File: src/rtl/lcd_source_arbiter_if.sv
// Bundle between the LCD timing/pixel sources and lcd_source_arbiter.
// The master side drives positions, pixels, liveness and selection; the
// slave (arbiter) side returns the selected pixel and arbitration status.
interface lcd_source_arbiter_if #(
    parameter int NUM_SRC = 2,
    parameter int PIX_W   = 2,
    parameter int XW      = 9,
    parameter int YW      = 8,
    parameter int SELW    = 3
);
    logic [XW-1:0]            lcd_xpos;
    logic [YW-1:0]            lcd_ypos;
    logic [NUM_SRC*PIX_W-1:0] src_data;
    logic [NUM_SRC-1:0]       src_alive;
    logic [SELW-1:0]          sel_req;
    logic                     sel_req_valid;
    logic [PIX_W-1:0]         out_data;
    logic [SELW-1:0]          active_src;
    logic                     switch_pending;
    logic [NUM_SRC-1:0]       src_dead;

    modport master (
        output lcd_xpos, lcd_ypos, src_data, src_alive, sel_req, sel_req_valid,
        input  out_data, active_src, switch_pending, src_dead
    );

    modport slave (
        input  lcd_xpos, lcd_ypos, src_data, src_alive, sel_req, sel_req_valid,
        output out_data, active_src, switch_pending, src_dead
    );
endinterface

File: src/rtl/lcd_source_arbiter.sv
// lcd_source_arbiter: frame-aligned N-input pixel source selector for the
// LCD controller. Tracks per-source liveness, falls back to the lowest live
// source when the preferred one dies, and returns when it recovers.
// Source switches only happen at frame start so the panel never sees a torn
// frame.
// Optional: define LCD_SOURCE_ARBITER_TESTPAT_EN to add a test_pat input that
// forces a checkerboard onto out_data (not frame-aligned).
module lcd_source_arbiter #(
    parameter int                 NUM_SRC        = 2,
    parameter int                 PIX_W          = 2,
    parameter int                 XW             = 9,
    parameter int                 YW             = 8,
    parameter int                 SELW           = 3,
    parameter int                 TIMEOUT_FRAMES = 8,
    parameter logic [NUM_SRC-1:0] ALWAYS_ALIVE   = NUM_SRC'(1)
) (
    input  logic clk_8m,
    input  logic rst,
`ifdef LCD_SOURCE_ARBITER_TESTPAT_EN
    input  logic test_pat,
`endif
    lcd_source_arbiter_if.slave bus
);
    localparam int            NSEL      = 2 ** SELW;
    localparam int            PW        = XW + YW;
    localparam logic [7:0]    TO_MAX    = 8'(TIMEOUT_FRAMES);
    localparam logic [SELW:0] NUM_SRC_L = (SELW + 1)'(NUM_SRC);

    logic [PW-1:0]    pos_s;
    logic [PW-1:0]    prev_pos_r;
    logic             fs_s;
    logic [7:0]       cnt_r [NUM_SRC];
    logic [NUM_SRC-1:0] dead_s;
    logic [NSEL-1:0]  dead_pad_s;
    logic [SELW-1:0]  pref_r;
    logic [SELW-1:0]  active_r;
    logic [SELW-1:0]  fallback_s;
    logic             found_s;
    logic [SELW-1:0]  target_s;
    logic [PIX_W-1:0] src_pix_s [NSEL];
    logic [PIX_W-1:0] out_data_r;

    // Frame start: first (0,0) after a nonzero position. prev_pos_r resets to
    // all-ones so the first (0,0) after reset counts as a frame start.
    assign pos_s = {bus.lcd_ypos, bus.lcd_xpos};
    assign fs_s  = (pos_s == '0) && (prev_pos_r != '0);

    // Previous-position register for frame start detection.
    always_ff @(posedge clk_8m) begin
        if (rst) begin
            prev_pos_r <= '1;
        end else begin
            prev_pos_r <= pos_s;
        end
    end

    // Per-source liveness counters: alive pulse clears (wins over fs), fs
    // counts up and saturates at the timeout. Reset starts them saturated so
    // sources must prove themselves alive first.
    always_ff @(posedge clk_8m) begin
        for (int i = 0; i < NUM_SRC; i++) begin
            if (rst) begin
                cnt_r[i] <= TO_MAX;
            end else if (bus.src_alive[i]) begin
                cnt_r[i] <= 8'd0;
            end else if (fs_s && (cnt_r[i] != TO_MAX)) begin
                cnt_r[i] <= cnt_r[i] + 8'd1;
            end else begin
                cnt_r[i] <= cnt_r[i];
            end
        end
    end

    // Dead flags, padded with ones up to the full index range so an index
    // beyond NUM_SRC can never be treated as a live source.
    always_comb begin
        dead_s     = '0;
        dead_pad_s = '1;
        for (int i = 0; i < NUM_SRC; i++) begin
            dead_s[i] = (cnt_r[i] == TO_MAX) && !ALWAYS_ALIVE[i];
        end
        dead_pad_s[NUM_SRC-1:0] = dead_s;
    end

    // Preference register: sticky, only updated by in-range requests.
    always_ff @(posedge clk_8m) begin
        if (rst) begin
            pref_r <= '0;
        end else if (bus.sel_req_valid && ({1'b0, bus.sel_req} < NUM_SRC_L)) begin
            pref_r <= bus.sel_req;
        end else begin
            pref_r <= pref_r;
        end
    end

    // Target selection: preferred source if live, else lowest live index,
    // else source 0.
    always_comb begin
        fallback_s = '0;
        found_s    = 1'b0;
        for (int j = 0; j < NUM_SRC; j++) begin
            fallback_s = (!found_s && !dead_s[j]) ? SELW'(j) : fallback_s;
            found_s    = found_s | !dead_s[j];
        end
        target_s = dead_pad_s[pref_r] ? fallback_s : pref_r;
    end

    // Active source register: only moves at frame start.
    always_ff @(posedge clk_8m) begin
        if (rst) begin
            active_r <= '0;
        end else if (fs_s) begin
            active_r <= target_s;
        end else begin
            active_r <= active_r;
        end
    end

    // Unpack source pixels into an index-width array; unused slots read zero.
    always_comb begin
        for (int k = 0; k < NSEL; k++) begin
            src_pix_s[k] = '0;
        end
        for (int k = 0; k < NUM_SRC; k++) begin
            src_pix_s[k] = bus.src_data[k*PIX_W +: PIX_W];
        end
    end

`ifdef LCD_SOURCE_ARBITER_TESTPAT_EN
    logic [1:0]       chk_s;
    logic [PIX_W-1:0] chk_pix_s;
    assign chk_s     = bus.lcd_xpos[4:3] ^ bus.lcd_ypos[4:3];
    assign chk_pix_s = PIX_W'(chk_s);

    // Output pixel register; test pattern overrides the sources immediately,
    // arbitration keeps running underneath.
    always_ff @(posedge clk_8m) begin
        if (rst) begin
            out_data_r <= '0;
        end else if (test_pat) begin
            out_data_r <= chk_pix_s;
        end else begin
            out_data_r <= src_pix_s[active_r];
        end
    end
`else
    // Output pixel register; uses the pre-edge active source, so on a frame
    // start edge the old source is still emitted for that cycle.
    always_ff @(posedge clk_8m) begin
        if (rst) begin
            out_data_r <= '0;
        end else begin
            out_data_r <= src_pix_s[active_r];
        end
    end
`endif

    assign bus.out_data       = out_data_r;
    assign bus.active_src     = active_r;
    assign bus.switch_pending = (target_s != active_r);
    assign bus.src_dead       = dead_s;
endmodule
File: src/flat_wrapper.sv
// flat-port wrapper written by rule: the top's interface ports become plain ports
module lcd_source_arbiter_flat 
#(
    parameter int                 NUM_SRC        = 2,
    parameter int                 PIX_W          = 2,
    parameter int                 XW             = 9,
    parameter int                 YW             = 8,
    parameter int                 SELW           = 3,
    parameter int                 TIMEOUT_FRAMES = 8,
    parameter logic [NUM_SRC-1:0] ALWAYS_ALIVE   = NUM_SRC'(1)
)
  (clk_8m, rst, bus_lcd_xpos, bus_lcd_ypos, bus_src_data, bus_src_alive, bus_sel_req, bus_sel_req_valid, bus_out_data, bus_active_src, bus_switch_pending, bus_src_dead);
  lcd_source_arbiter_if #(.NUM_SRC(NUM_SRC), .PIX_W(PIX_W), .XW(XW), .YW(YW), .SELW(SELW)) bus_i ();
  input  logic clk_8m;
  input  logic rst;
  input wire logic [$bits(bus_i.lcd_xpos)-1:0] bus_lcd_xpos;
  input wire logic [$bits(bus_i.lcd_ypos)-1:0] bus_lcd_ypos;
  input wire logic [$bits(bus_i.src_data)-1:0] bus_src_data;
  input wire logic [$bits(bus_i.src_alive)-1:0] bus_src_alive;
  input wire logic [$bits(bus_i.sel_req)-1:0] bus_sel_req;
  input wire logic [$bits(bus_i.sel_req_valid)-1:0] bus_sel_req_valid;
  output wire logic [$bits(bus_i.out_data)-1:0] bus_out_data;
  output wire logic [$bits(bus_i.active_src)-1:0] bus_active_src;
  output wire logic [$bits(bus_i.switch_pending)-1:0] bus_switch_pending;
  output wire logic [$bits(bus_i.src_dead)-1:0] bus_src_dead;
  assign bus_i.lcd_xpos = bus_lcd_xpos;
  assign bus_i.lcd_ypos = bus_lcd_ypos;
  assign bus_i.src_data = bus_src_data;
  assign bus_i.src_alive = bus_src_alive;
  assign bus_i.sel_req = bus_sel_req;
  assign bus_i.sel_req_valid = bus_sel_req_valid;
  assign bus_out_data = bus_i.out_data;
  assign bus_active_src = bus_i.active_src;
  assign bus_switch_pending = bus_i.switch_pending;
  assign bus_src_dead = bus_i.src_dead;
  lcd_source_arbiter #(.NUM_SRC(NUM_SRC), .PIX_W(PIX_W), .XW(XW), .YW(YW), .SELW(SELW), .TIMEOUT_FRAMES(TIMEOUT_FRAMES), .ALWAYS_ALIVE(ALWAYS_ALIVE)) u_core (.clk_8m(clk_8m), .rst(rst), .bus(bus_i));
endmodule
File: config.mk
export PLATFORM = sky130hd
export DESIGN_NAME = lcd_source_arbiter_flat
export DESIGN_NICKNAME = d
export VERILOG_FILES = /design/src/rtl/lcd_source_arbiter_if.sv /design/src/rtl/lcd_source_arbiter.sv /design/src/flat_wrapper.sv
export SDC_FILE = /design/constraint.sdc
export NUM_CORES = 1
export LEC_CHECK = 0
export ABC_AREA = 1
export BUFFER_PORTS_ARGS = -buffer_cell sky130_fd_sc_hd__clkbuf_2
export CORE_ASPECT_RATIO = 1.75
export CORE_MARGIN = 2
export CORE_UTILIZATION = 54
export DETAILED_ROUTE_END_ITERATION = 8
export GPL_TIMING_DRIVEN = 1
export PLACE_DENSITY_LB_ADDON = 0.2
export SLEW_MARGIN = 20
export SYNTH_ARGS = -nofsm -noshare
export SYNTH_HDL_FRONTEND = slang
export SYNTH_SLANG_ARGS = --single-unit
File: constraint.sdc
create_clock -name clk_8m -period 3.8 [get_ports clk_8m]
set_clock_uncertainty 0.15 [all_clocks]
set_input_delay 0 -clock clk_8m [delete_from_list [all_inputs] [get_ports clk_8m]]
set_output_delay 0 -clock clk_8m [all_outputs]
set_load 0.02 [all_outputs]
==> results.yml, run 1 <==
detailed_routing:
  top_layer: "met4"
  wl_met2_um: 2280
  vias_per_cell: 4.98
  vias: 1309
  wl_met3_um: 113
  ant_nets: 0
  wl_per_cell_um: 14.2
  dr.pass1.iters: 4
  wl_met1_um: 1180
  wl_um: 3740
  first_iter_violations: 26
  drc: 0
clocking:
  clockRootBuffer: "clkbuf_8"
  clock_latency_ns: 0.28
  clock_path_buffers: 2
  cts_buffers: 5
  clk_pin_slew_ns: 0.06
  clock-sinks: 33
  htreeDepth: 2
  cts_tree: "built"
synth:
  synth_area_leader_cell: "dfxtp_1"
  synth.avg_cell_area_um2: 8.41
  synthDistinctLibCells: 23
  syn_nets: 193
  syn_area_um2: 1360
  synthCells: 162
  seq_area_frac_synth: 0.544
  netlist.area_leader.share: 0.367
  synth.top_cells.by_area: "dfxtp_1 (37%), edfxtp_1 (18%), nor2_1 (10%)"
  ys_warn_count: 0
  ys_ff_latch: 33
floorplan:
  initial_core_util: 0.560
  die-area_um2: 2960
  coreArea_um2: 2430
  num_rows: 24
  die_w_um: 42.0
  io_pins: 37
  dieHeight_um: 70.5
critical_path:
  worstPathRequired_ns: 3.88
  worstPathArrival_ns: 2.50
  crit_path_max_fanout: 14
  end_kind: "flop"
  cp-start-kind: "input port"
  crit_type: "input port to flop"
timing:
  tns_ns: 0
  setup_viol: 0
  slew_viol_final: 0
  period_needed_ns: 2.42
  period_share: 0.638
  rsz0062_at_grt: "no"
  setup_ws_ns: 1.38
  hold_violations: 0
  max_freq_mhz: 413
flow_run:
  drv_cap: 0
final_layout:
  stdcell_count: 263
  drive_gt1_frac: 0.219
  areaGrowthSynthToFinish_pct: 46.6
  fillers: 136
  final_cell_mix: "nor2_1 (37), dlygate4sd3_1 (37), clkbuf_2 (34)"
  fin_nets: 268
  diodes: 0
  post-route-util: 0.821
global_routing:
  grt_max_degree: 15
  track_usage: 0.285
  grt_pass1_wl_um: 6140
  gr-total-overflow: 0
  antenna_found_initial: 0
  grt_pass1_vias: 1469
placement:
  port_buffers: 34
  preCtsSetupSlack_ns: 1.99
  gp_congestion: 0.742
  placed_cells: 219
  dpl.hpwl_um: 1990
power_and_ir_drop:
  power.leakage_nw: 0.891
  power_density_nw_per_um2: 355
  ir_worst_vdd_mv: 0.357
  power_mw: 0.710
status:
  outcome: "complete, no violations"
worst_hold_path:
  min-delay-path-class: "input port to flop"
power by group:
part / total [mW] / internal [mW] / switching, mW
sequential: 0.383 / 0.375 / 0.00809
combinational: 0.0884 / 0.0493 / 0.0391
clock: 0.238 / 0.123 / 0.115
total: 0.710 / 0.547 / 0.163
sequential cells by signal (all words and copies together) (netlist names):
register	cells
u_core.bus.active_src	3
u_core.bus.out_data	2
u_core.cnt_r	8
u_core.pref_r	3
u_core.prev_pos_r	17
worst max-delay path, stage by stage:
cell and delay, ns:
dlygate4sd3_1 0.53, clkbuf_2 0.20, inv_1 0.37, o21ai_0 0.18
dlygate4sd3_1 0.59, nor2_1 0.08, dlygate4sd3_1 0.54
through the flow:
| stage | hold slack (ns) | instance area, µm² |
|---|---|---|
| final | 0.0518 | 2000 |
| after global routing | 0.0521 | 2000 |
| after CTS | 0.0416 | 2000 |
| after detailed placement | 0.0410 | 1550 |
| after global placement | 0.0315 | 1550 |
| after floorplan | -0.0534 | 1360 |
cell families (layout without fill, tap and decap cells):
kind of cell | after synthesis | after routing | share of synthesized area
adders and majority gates | 2 | 2 | 0.0184
DFF | 33 | 33 | 0.544
xor gates and xnor gates | 6 | 6 | 0.0386
AOI/OAI and AO/OA | 5 | 5 | 0.0202
other | 1 | 1 | 0.00275
and+or+nand+nor | 93 | 93 | 0.313
buffers and inverters | 22 | 97 | 0.0634
cell usage after synthesis:
cell type / count
dfxtp_1: 25
buf_4: 1
nor2_4: 1
nand3_4: 1
nand3_1: 10
nor3_1: 1
nand2_1: 28
nand4_1: 1
a21oi_1: 2
and2_0: 1
a21boi_0: 1
edfxtp_1: 8
or2_2: 10
nor2_1: 37
nand3b_1: 2
o21ai_0: 2
or2_4: 1
inv_1: 19
conb_1: 1
xnor2_1: 3
ha_1: 2
xor2_1: 3
clkbuf_1: 2
metal layers:
layer | up-vias | GRT usage
met2 | 39 | 0.568
li1 | 644 | -
met5 | - | 0
met4 | 0 | 0.190
met1 | 608 | 0.224
met3 | 18 | 0.0620
final cells by class:
type,instances,area (µm²),share of cell area
Sequential cell,33,741,0.371
Tap cell,26,32.5,0.0163
Timing Repair Buffer,71,541,0.271
Clock buffer,6,72.6,0.0363
Inverter,19,71.3,0.0357
Clock inverter,1,3.75,0.00188
Multi-Input combinational cell,107,536,0.268
worst paths after layout:
path	from	to	slack, ns	depth (start not counted)
max	rst	u_core.pref_r[0]	1.38	7
min reg2reg	u_core.bus.active_src[2]	u_core.bus.active_src[2]	0.32	2
min	bus_src_alive[1]	u_core.cnt_r[1][1]	0.05	4
max reg2reg	u_core.cnt_r[1][0]	u_core.cnt_r[1][2]	2.01	6
repair_timing:
item                      CTS  global route
setup buffers               0             0
hold buffers               37             0
gates resized for setup     0             0
hold endpoints to repair   22             0
(Power assumes the default switching activity.)
==> inputs of run 2 (changes only) <==
ABC_AREA = 0   (was 1)
CORE_UTILIZATION = 50   (was 54)
clock period = 2.5 ns   (was 3.8 ns; I/O delays follow)
==> results.yml, run 2 <==
placement:
  placed_area_um2: 1520
  dpl.hpwl_um: 1970
  port_buffers: 34
  placed_cells: 178
  gp_congestion: 0.863
synth:
  seq_area_frac_synth: 0.557
  synthMuxAreaShare: 0.0301
  synthXorXnorAreaFrac: 0.0461
  synth_edf_count: 8
  synth_simple_gate_area_frac: 0.267
  synth_area_leader_cell: "dfxtp_1"
  ys_ff_latch: 33
  synth_top_family_by_area: "simple AND/OR/NAND/NOR gates"
  synth.most_common_cell: "dfxtp_1"
  syn_area_um2: 1330
  synthDistinctLibCells: 32
  synthCells: 121
  synth_fa_ha_area_frac: 0.0188
  synth.avg_cell_area_um2: 11.0
  netlist.area_leader.share: 0.376
  ys_async_sr_fraction: 0
  synth_common_cells: "dfxtp_1 (25), or2_2 (17), nor3_1 (9), edfxtp_1 (8), nor4_1 (7)"
  ys_warn_count: 0
  synth.top_cells.by_area: "dfxtp_1 (38%), edfxtp_1 (18%), or2_2 (8.0%)"
  synthFlopType: "dfxtp_1"
  synth_compound_area_frac: 0.0405
  syn_nets: 152
timing:
  tns_ns: 0
  tightestPinTransition_ns: 0.700
  max_freq_mhz: 436
  setup_viol: 0
  rsz0062_at_grt: "no"
  slew_viol_final: 0
  slew-limit-headroom: 0.530
  period_share: 0.918
  period_needed_ns: 2.30
  hold_violations: 0
power_and_ir_drop:
  power_density_nw_per_um2: 600
  ir_worst_vdd_mv: 0.572
  power.leakage_nw: 0.811
detailed_routing:
  wl_per_cell_um: 14.3
  first_iter_violations: 16
  drc: 0
  vias_per_cell: 5.14
  vias: 1085
  ant_nets: 0
  dr.pass1.iters: 4
  wl_um: 3020
final_layout:
  fin_nets: 215
  fillers: 183
  largest_register_ffs: 17
  stdcell_count: 211
  areaGrowthSynthToFinish_pct: 40.9
  fin_area_um2: 1870
  top_regs: "u_core.prev_pos_r x17, u_core.cnt_r x8"
  drive_gt1_frac: 0.368
  final_cell_mix: "clkbuf_2 (34), dlygate4sd3_1 (25), dfxtp_1 (25)"
  diodes: 0
  regMostFlops: "u_core.prev_pos_r"
  layout_commonest_cell: "clkbuf_2"
  post-route-util: 0.743
critical_path:
  crit_path_max_fanout: 5
  r2r.worst_path.cells: 6
  slowest_delay_ns: 0.42
  cp-start-kind: "flop"
  crit_chain: "inv_1 -> ha_1 -> nor4bb_2 -> a2111oi_2 -> xor2_1 -> or3_1 -> clkbuf_2"
  worstPathRequired_ns: 2.35
  crit_type: "flop to primary output"
  reg2reg_from: "u_core.cnt_r[1][1]"
  end_kind: "primary output"
  r2r_end: "u_core.cnt_r[1][3]"
  cpMaxStageDelayCell: "a2111oi_2"
  r2r_slack_ns: 0.37
  worstPathArrival_ns: 2.15
global_routing:
  antenna_found_initial: 0
  grt_pass1_wl_um: 5090
  grt_max_degree: 24
  track_usage: 0.226
  grt_pass1_vias: 1145
  gr-total-overflow: 0
worst_hold_path:
  min_from: "rst"
  min_to: "u_core.pref_r[0]"
  hold_depth: 2
  min-delay-path-class: "input port to flop"
floorplan:
  die_w_um: 43.0
  dieHeight_um: 72.2
  die-area_um2: 3100
  initial_core_util: 0.527
  io_pins: 37
  num_rows: 24
  coreArea_um2: 2520
clocking:
  htreeDepth: 2
  clk_pin_slew_ns: 0.07
  clock_path_buffers: 2
  cts_buffers: 5
  clock-sinks: 33
  clockRootBuffer: "clkbuf_8"
  cts_tree: "built"
  clock_latency_ns: 0.29
flow_run:
  drv_cap: 0
status:
  outcome: "complete, no violations"
run 2: cell types whose count changed in the layout (fill, tap and decap cells not counted), sizes merged, moves of 3 or more:
cell / change
nor2: -34
mux2i: +4
nor3: +9
or2: +6
nand2: -26
dlygate4sd3: -12
and3: +5
nor4: +7
xor2: +3
inv: -14
nand3: -6
run 2: worst max-delay path by stage:
stage / end / start / slack [ns] / cells after the start
floorplan: u_core.cnt_r[1][0] / u_core.cnt_r[1][0] / 0.31 / 5
global placement: u_core.cnt_r[1][3] / u_core.cnt_r[1][1] / 0.22 / 5
detailed placement: u_core.cnt_r[1][3] / u_core.cnt_r[1][1] / 0.10 / 5
CTS: u_core.cnt_r[1][3] / u_core.cnt_r[1][1] / 0.08 / 5
global route: bus_switch_pending / u_core.cnt_r[1][1] / 0.08 / 7
finish: bus_switch_pending / u_core.cnt_r[1][1] / 0.20 / 7
run 2: cells by family (layout without fill, tap and decap cells):
| kind of cell | Yosys count | in the layout |
|---|---|---|
| mux | 4 | 4 |
| flops | 33 | 33 |
| fa+ha+maj | 2 | 2 |
| compound gates | 4 | 4 |
| simple gates | 60 | 60 |
| xor+xnor | 7 | 7 |
| buf+inv | 10 | 74 |
| other cells | 1 | 1 |
run 2: timing repair:
action / CTS / global route
gates resized for setup: 0 / 1
endpoints found under the setup margin: 0 / 1
setup buffers: 0 / 0
hold buffers: 25 / 0
hold endpoints to repair: 22 / 0
run 2: cell type report:
| cell class | instances | area (µm²) | share of cell area |
|---|---|---|---|
| well taps | 26 | 32.5 | 0.0174 |
| clock inverters | 1 | 5.00 | 0.00267 |
| multi-input cells | 78 | 546 | 0.291 |
| repair buffers | 61 | 435 | 0.232 |
| inverters | 5 | 18.8 | 0.0100 |
| clock buffers | 7 | 96.3 | 0.0514 |
| flip-flops and latches | 33 | 741 | 0.395 |
run 2: stage by stage:
| stage | power, mW | setup WS [ns] | hold slack (ns) |
|---|---|---|---|
| 2_1_floorplan | 0.635 | 0.308 | -0.0434 |
| 3_3_place_gp | 0.667 | 0.218 | 0.0509 |
| 3_5_place_dp | 0.672 | 0.105 | 0.0566 |
| 4_1_cts | 1.13 | 0.0775 | 0.00180 |
| 5_1_grt | 1.17 | 0.0800 | 0.0502 |
| 6_report | 1.13 | 0.204 | 0.0102 |
run 2: where the power goes:
| group | switching [mW] | internal, mW | leakage (nW) | total, mW |
|---|---|---|---|---|
| clock | 0.182 | 0.248 | 0.0542 | 0.431 |
| sequential | 0.0115 | 0.569 | 0.295 | 0.581 |
| combinational | 0.0487 | 0.0650 | 0.461 | 0.114 |
run 2: worst max-delay path, delay by kind of cell (launching register included):
family	cells	cell delay (ns)
compound gates	1	0.42
buf+inv	2	0.23
xor+xnor	1	0.12
fa+ha+maj	1	0.18
flops	1	0.41
simple gates	2	0.49
run 2: routing by layer:
| metal | wire length [µm] | GRT usage |
|---|---|---|
| met2 | 1800 | 0.428 |
| met1 | 1020 | 0.218 |
| met5 | 0 | 0 |
| met4 | 83 | 0.111 |
| met3 | 112 | 0.0572 |
